==> src/rtl/multicycle_ctrl_fsm.sv <==
// Multi-cycle FETCH/DECODE/EXEC/MEM/WB sequencer for the RV32I core, with IR, memory
// handshakes, illegal-instruction and bus-watchdog traps. Optional counters: MC_PERF_CNT_EN.
module multicycle_ctrl_fsm #(
  parameter int unsigned MAX_WAIT = 16,
  parameter int unsigned WAIT_W   = 8
) (
  input  logic        clk,
  input  logic        reset,
  output logic        imem_req,
  input  logic        imem_ready,
  input  logic [31:0] imem_rdata,
  output logic        dmem_req,
  output logic        dmem_we,
  output logic [1:0]  dmem_size,
  output logic        dmem_uns,
  input  logic        dmem_ready,
  input  logic        br_cond,
  output logic [31:0] ir_o,
  output logic [3:0]  alu_ctrl,
  output logic        alu_src,
  output logic [2:0]  imm_src,
  output logic [1:0]  result_src,
  output logic        reg_write,
  output logic        pc_we,
  output logic [1:0]  pc_src,
  output logic        illegal,
  output logic        bus_err,
`ifdef MC_PERF_CNT_EN
  output logic [31:0] cycle_cnt,
  output logic [31:0] instret_cnt,
`endif
  output logic [2:0]  state_o
);

  localparam logic [2:0] S_FETCH  = 3'd0;
  localparam logic [2:0] S_DECODE = 3'd1;
  localparam logic [2:0] S_EXEC   = 3'd2;
  localparam logic [2:0] S_MEM    = 3'd3;
  localparam logic [2:0] S_WB     = 3'd4;
  localparam logic [2:0] S_TRAP   = 3'd5;

  localparam logic [6:0] OPC_OP     = 7'b0110011;
  localparam logic [6:0] OPC_OPIMM  = 7'b0010011;
  localparam logic [6:0] OPC_LOAD   = 7'b0000011;
  localparam logic [6:0] OPC_STORE  = 7'b0100011;
  localparam logic [6:0] OPC_BRANCH = 7'b1100011;
  localparam logic [6:0] OPC_JAL    = 7'b1101111;
  localparam logic [6:0] OPC_JALR   = 7'b1100111;
  localparam logic [6:0] OPC_LUI    = 7'b0110111;
  localparam logic [6:0] OPC_AUIPC  = 7'b0010111;

  localparam logic [3:0] ALU_ADD  = 4'd0;
  localparam logic [3:0] ALU_SUB  = 4'd1;
  localparam logic [3:0] ALU_SLT  = 4'd2;
  localparam logic [3:0] ALU_SLTU = 4'd3;
  localparam logic [3:0] ALU_XOR  = 4'd4;
  localparam logic [3:0] ALU_OR   = 4'd5;
  localparam logic [3:0] ALU_AND  = 4'd6;
  localparam logic [3:0] ALU_SLL  = 4'd7;
  localparam logic [3:0] ALU_SRL  = 4'd8;
  localparam logic [3:0] ALU_SRA  = 4'd9;

  localparam logic [31:0] IR_NOP = 32'h0000_0013;

  logic [2:0]        state, state_nxt;
  logic [31:0]       ir;
  logic [WAIT_W-1:0] wd, wd_nxt;
  logic              set_ill, set_be;

  logic [6:0] opcode;
  logic [2:0] f3;
  logic [6:0] f7;
  logic       is_op, is_opimm, is_load, is_store, is_branch, is_jal, is_jalr, is_lui, is_auipc;
  logic       legal, alt;
  logic [3:0] alu_base;
  logic       dec_active;
  logic       waiting, timeout;

  assign opcode    = ir[6:0];
  assign f3        = ir[14:12];
  assign f7        = ir[31:25];
  assign is_op     = (opcode == OPC_OP);
  assign is_opimm  = (opcode == OPC_OPIMM);
  assign is_load   = (opcode == OPC_LOAD);
  assign is_store  = (opcode == OPC_STORE);
  assign is_branch = (opcode == OPC_BRANCH);
  assign is_jal    = (opcode == OPC_JAL);
  assign is_jalr   = (opcode == OPC_JALR);
  assign is_lui    = (opcode == OPC_LUI);
  assign is_auipc  = (opcode == OPC_AUIPC);

  assign ir_o    = ir;
  assign state_o = state;

  // Encoding legality check on the latched IR
  always_comb begin
    legal = 1'b0;
    case (opcode)
      OPC_OP:     legal = (f7 == 7'b0000000) ||
                          ((f7 == 7'b0100000) && ((f3 == 3'b000) || (f3 == 3'b101)));
      OPC_BRANCH: legal = (f3 != 3'b010) && (f3 != 3'b011);
      OPC_LOAD:   legal = (f3 != 3'b011) && (f3[2:1] != 2'b11);
      OPC_STORE:  legal = (f3 <= 3'b010);
      OPC_JALR:   legal = (f3 == 3'b000);
      OPC_OPIMM, OPC_JAL, OPC_LUI, OPC_AUIPC: legal = 1'b1;
      default:    legal = 1'b0;
    endcase
  end

  // ALU operation; bit 30 selects SUB/SRA (immediate form has no SUBI)
  always_comb begin
    alt      = ir[30];
    alu_base = ALU_ADD;
    case (f3)
      3'b000:  alu_base = (is_op && alt) ? ALU_SUB : ALU_ADD;
      3'b001:  alu_base = ALU_SLL;
      3'b010:  alu_base = ALU_SLT;
      3'b011:  alu_base = ALU_SLTU;
      3'b100:  alu_base = ALU_XOR;
      3'b101:  alu_base = alt ? ALU_SRA : ALU_SRL;
      3'b110:  alu_base = ALU_OR;
      default: alu_base = ALU_AND;
    endcase
  end

  assign dec_active = (state == S_DECODE) || (state == S_EXEC) ||
                      (state == S_MEM)    || (state == S_WB);

  // Decode outputs: held from DECODE through WB, idle values otherwise
  always_comb begin
    alu_ctrl   = 4'd0;
    alu_src    = 1'b0;
    imm_src    = 3'b111;
    result_src = 2'b00;
    dmem_size  = 2'b00;
    dmem_uns   = 1'b0;
    if (dec_active) begin
      if (is_op || is_opimm)  alu_ctrl = alu_base;
      else if (is_branch)     alu_ctrl = ALU_SUB;
      else                    alu_ctrl = ALU_ADD;
      alu_src = !(is_op || is_branch);
      if (is_opimm || is_load || is_jalr) imm_src = 3'b000;
      else if (is_store)                  imm_src = 3'b001;
      else if (is_branch)                 imm_src = 3'b010;
      else if (is_lui || is_auipc)        imm_src = 3'b011;
      else if (is_jal)                    imm_src = 3'b100;
      else                                imm_src = 3'b111;
      if (is_load)                 result_src = 2'b01;
      else if (is_jal || is_jalr)  result_src = 2'b10;
      else if (is_lui || is_auipc) result_src = 2'b11;
      if (is_load || is_store) dmem_size = 2'(2'd3 - f3[1:0]);
      dmem_uns = is_load && f3[2];
    end
  end

  assign waiting = ((state == S_FETCH) && !imem_ready) || ((state == S_MEM) && !dmem_ready);
  assign timeout = (MAX_WAIT != 0) && waiting && (wd == WAIT_W'(MAX_WAIT - 1));

  // Next state and strobes; strobes are forced low while reset is held
  always_comb begin
    state_nxt = state;
    wd_nxt    = '0;
    set_ill   = 1'b0;
    set_be    = 1'b0;
    imem_req  = 1'b0;
    dmem_req  = 1'b0;
    dmem_we   = 1'b0;
    reg_write = 1'b0;
    pc_we     = 1'b0;
    pc_src    = 2'b00;
    case (state)
      S_FETCH: begin
        imem_req = 1'b1;
        wd_nxt   = waiting ? wd + WAIT_W'(1) : '0;
        if (imem_ready) begin
          state_nxt = S_DECODE;
        end else if (timeout) begin
          state_nxt = S_TRAP;
          set_be    = 1'b1;
        end
      end
      S_DECODE: begin
        if (legal) begin
          state_nxt = S_EXEC;
        end else begin
          state_nxt = S_TRAP;
          set_ill   = 1'b1;
        end
      end
      S_EXEC: begin
        if (is_branch) begin
          pc_we     = 1'b1;
          pc_src    = br_cond ? 2'b01 : 2'b00;
          state_nxt = S_FETCH;
        end else if (is_load || is_store) begin
          state_nxt = S_MEM;
        end else begin
          state_nxt = S_WB;
        end
      end
      S_MEM: begin
        dmem_req = 1'b1;
        dmem_we  = is_store;
        wd_nxt   = waiting ? wd + WAIT_W'(1) : '0;
        if (dmem_ready) begin
          if (is_store) begin
            pc_we     = 1'b1;
            state_nxt = S_FETCH;
          end else begin
            state_nxt = S_WB;
          end
        end else if (timeout) begin
          state_nxt = S_TRAP;
          set_be    = 1'b1;
        end
      end
      S_WB: begin
        reg_write = 1'b1;
        pc_we     = 1'b1;
        if (is_jal)       pc_src = 2'b01;
        else if (is_jalr) pc_src = 2'b10;
        state_nxt = S_FETCH;
      end
      S_TRAP:  state_nxt = S_TRAP;
      default: state_nxt = S_FETCH;
    endcase
    if (!reset) begin
      imem_req  = 1'b0;
      dmem_req  = 1'b0;
      dmem_we   = 1'b0;
      reg_write = 1'b0;
      pc_we     = 1'b0;
      pc_src    = 2'b00;
    end
  end

  always_ff @(posedge clk) begin
    if (!reset) begin
      state   <= S_FETCH;
      ir      <= IR_NOP;
      wd      <= '0;
      illegal <= 1'b0;
      bus_err <= 1'b0;
    end else begin
      state <= state_nxt;
      wd    <= wd_nxt;
      if ((state == S_FETCH) && imem_ready) ir <= imem_rdata;
      if (set_ill) illegal <= 1'b1;
      if (set_be)  bus_err <= 1'b1;
    end
  end

`ifdef MC_PERF_CNT_EN
  // Free-running performance counters, wrap mod 2^32
  always_ff @(posedge clk) begin
    if (!reset) begin
      cycle_cnt   <= '0;
      instret_cnt <= '0;
    end else begin
      if (state != S_TRAP) cycle_cnt <= cycle_cnt + 32'd1;
      if (pc_we)           instret_cnt <= instret_cnt + 32'd1;
    end
  end
`endif

endmodule

==> config.mk <==
export PLATFORM = sky130hd
export DESIGN_NAME = multicycle_ctrl_fsm
export DESIGN_NICKNAME = d
export VERILOG_FILES = /design/src/rtl/multicycle_ctrl_fsm.sv
export SDC_FILE = /design/constraint.sdc
export NUM_CORES = 1
export LEC_CHECK = 0
export CAP_MARGIN = 20
export CORE_MARGIN = 5
export CORE_UTILIZATION = 43
export DETAILED_ROUTE_END_ITERATION = 8
export PLACE_DENSITY = 0.8
export SLEW_MARGIN = 20
export SYNTH_ARGS = -nofsm -noshare
export SYNTH_HDL_FRONTEND = slang
export SYNTH_SLANG_ARGS = --single-unit
==> constraint.sdc <==
create_clock -name clk -period 2.1 [get_ports clk]
set_input_delay 0.315 -clock clk [delete_from_list [all_inputs] [get_ports clk]]
set_output_delay 0.315 -clock clk [all_outputs]
set_load 0.005 [all_outputs]
==> results by group <==
Outcome
  – Status: complete, no violations

CTS
  – CTS root buf: clkbuf_8
  – Clock sink total: between 40 and 50
  – CTS Buf Count: 5
  – CTS max path bufs: 2
  – Clk_lat worst skew: between 0.2 and 0.3 ns
  – Clock-pin slew on the worst setup and hold paths: 0.08 ns
  – CTS tree: done
  – Max H-tree Level: 2

Drt
  – Via Count: approximately 2500
  – Final WL: 7305 µm
  – Vias per inst: 5.077
  – Antenna viol nets, final: 0
  – WL/cell: around 15 µm
  – Initial DRC Count: between 150 and 200
  – Drt first pass iters: 4
  – Drt drc: 0

Logic synthesis
  – Post-synth EDFFs: 0
  – Post-Syn Instances: ~300
  – Ys Warns: 0
  – Synthesized Nets: 337
  – Synthesized area: 0.002347 mm²
  – Post-synthesis register bit count: 45
  – Synth Area per Inst: around 7.9 µm²
  – Sequential share of the synthesized area: 38.38%
  – Top_reg_cell synth: dfxtp_1
  – Ys async rst share: 0%
  – Unique masters post-synth: 50

Min path
  – Worst hold path type: reg2reg

Final layout
  – Most frequent cells in the layout: 80 x nand2_1, 75 x clkdlybuf4s50_1, 38 x buf_4
  – Area Overhead vs Synth: 61.67%
  – Share of layout cells above drive strength 1: 19.05%
  – Final net count: roughly 460
  – ANT cells: 0
  – Post-route cell area: around 0.0038 mm²
  – Commonest non-fill, non-tap cell in the layout: nand2_1
  – Filler instances: 427

Worst setup path
  – Critical Path AT: approximately 1.7 ns
  – Crit start category: flop
  – Critical Path RT: around 1.8 ns
  – Max Fanout on Critical Path: 4
  – WS Path Type: reg2out
  – R2R Setup Slk: 0.15 ns
  – Crit end category: primary output

Placement
  – Port bufs: 93
  – Gpl congestion: about 0.96
  – Placed Area: between 0.003 and 0.004 mm²
  – HPWL after DPL: 5334 µm

Die
  – Ports: 94
  – Row count: 27
  – Die Area: slightly above 0.007 mm²
  – Core area: between 0.005 and 0.006 mm²
  – Starting Density: a little over two fifths
  – DIE WIDTH: between 80 and 90 µm
  – Die Ht: approximately 84 µm

Pwr
  – Total internal power: 2.418 mW
  – Clk pwr share: between 10% and 20%
  – Static leakage: between 1 and 1.5 nW
  – Seq pwr share: 31.2%
  – Psw: around 1.3 mW
  – VDD IR-drop max: between 0.0005 and 0.0006 V
  – Gate power share: 50.8%
  – Net Sw Frac: a little over a third
  – P per Cell Area: 988.6 mW/mm²

GRT
  – Largest net degree at the start of global routing: 35
  – Overflow after GRT: 0
  – Global-route wire length before repair: approximately 12000 µm
  – Vias in the first global route: 2443
  – Initial antenna violation count: 0
  – Total global routing track utilization: about 20%

Flow run
  – Maxcap violations: 0

Timing
  – Max Clock Freq: between 400 and 500 MHz
  – Worst-Margin Slew: approximately 0.43 ns
  – Hold Vio Cnt, Final: 0
  – Fin crit share: 97.14%
  – Final Setup Violations: 0
  – Slew HR: a little under three quarters
  – Worst clock skew: 0.005103 ns
  – Max-slew violations: 0
  – Hold_ws: around 0.45 ns
  – Crit path time final: around 2.0 ns
per-stage QoR:
step	instances	TNS (ns)	total power, mW	utilization [%]	setup WS [ns]
3_3_place_gp	473	-0.1864	2.829	64.72	-0.09353
2_1_floorplan	299	0	1.990	-	0.2841
6_report	492	0	3.752	70.21	0.06007
4_1_cts	488	0	3.639	68.66	0.007110
3_5_place_dp	473	-0.5127	2.861	64.72	-0.2329
5_1_grt	492	-0.02081	4.003	70.21	-0.01306
registers in the layout, summed over array words and instances, names as in the netlist:
register,cells
illegal,1
wd,8
bus_err,1
ir_o,32
state_o,3
power by group through the flow:
stage	logic, mW	registers, mW	clock network [mW]
2_1_floorplan	0.854	1.14	0
5_1_grt	2.08	1.19	0.734
6_report	1.91	1.17	0.677
3_5_place_dp	1.71	1.15	0
4_1_cts	1.80	1.15	0.691
3_3_place_gp	1.69	1.14	0
cell type report:
cell class,instances,area (µm²),area share [%]
Inverter,9,33.78,0.8902
Multi-Input combinational cell,224,1380,36.37
Clock inverter,2,37.54,0.9891
Tap cell,72,90.09,2.374
Clock buffer,6,82.58,2.176
Timing Repair Buffer,134,1246,32.84
Sequential cell,45,924.6,24.37
synth_stat cells (all sizes together), types with 2 or more instances:
library cell / instances / area, µm²
o211ai: 4 / 30.03
nor4: 2 / 12.51
o21a: 2 / 15.01
xnor2: 5 / 43.79
a21boi: 31 / 232.7
nand4: 3 / 18.77
nor4b: 2 / 23.77
nand3: 4 / 20.02
o31ai: 2 / 15.01
clkbuf: 20 / 105.1
o21ai: 7 / 35.03
a31oi: 5 / 31.28
and3: 5 / 32.53
nand2b: 3 / 18.77
nor3: 7 / 35.03
a21o: 3 / 23.77
nand3b: 2 / 15.01
a21oi: 6 / 33.78
nor2: 21 / 78.83
inv: 9 / 33.78
xor2: 5 / 43.79
nand2: 81 / 304.0
nor2b: 5 / 31.28
dfxtp: 45 / 900.9
logic make-up (layout without fill, tap and decap cells):
family	Yosys count	in the layout	synth area share, %
AND/OR/NAND/NOR	143	143	28.62
AO/OA/AOI/OAI	68	68	21.48
flip-flops	45	45	38.38
buffers and inverters	30	151	6.396
XOR/XNOR	10	10	3.731
adder cells (fa/ha/maj)	2	2	0.9594
multiplexers	1	1	0.4265
critical path: stages (launching register included):
cell and delay, ns:
dfxtp_4 0.38, nor2b_4 0.15, buf_4 0.13, and3_4 0.18, buf_4 0.10, clkdlybuf4s50_1 0.48
path summary, 6_finish.rpt:
path | cells past startpoint | startpoint | to
setup / recovery | 5 | state_o[1] | dmem_req
hold / removal | 1 | wd[0] | wd[0]
setup reg to reg | 7 | state_o[1] | state_o[0]
hold reg to reg | 1 | wd[0] | wd[0]
per-layer routing:
metal	up-vias	share of wire, %	track usage [%]
met5	-	0	0
met2	103	50	34.71
met1	1130	41	24.82
met4	0	2.5	8.626
li1	1251	-	-
met3	14	6.8	4.245
timing repair:
action	in CTS	in global routing
pin swaps	5	2
hold buffers	0	0
gates resized for setup	39	16
setup endpoints to repair	19	6
buffers inserted	7	4
cloned	0	0
Power figures use the tool's default switching activity.
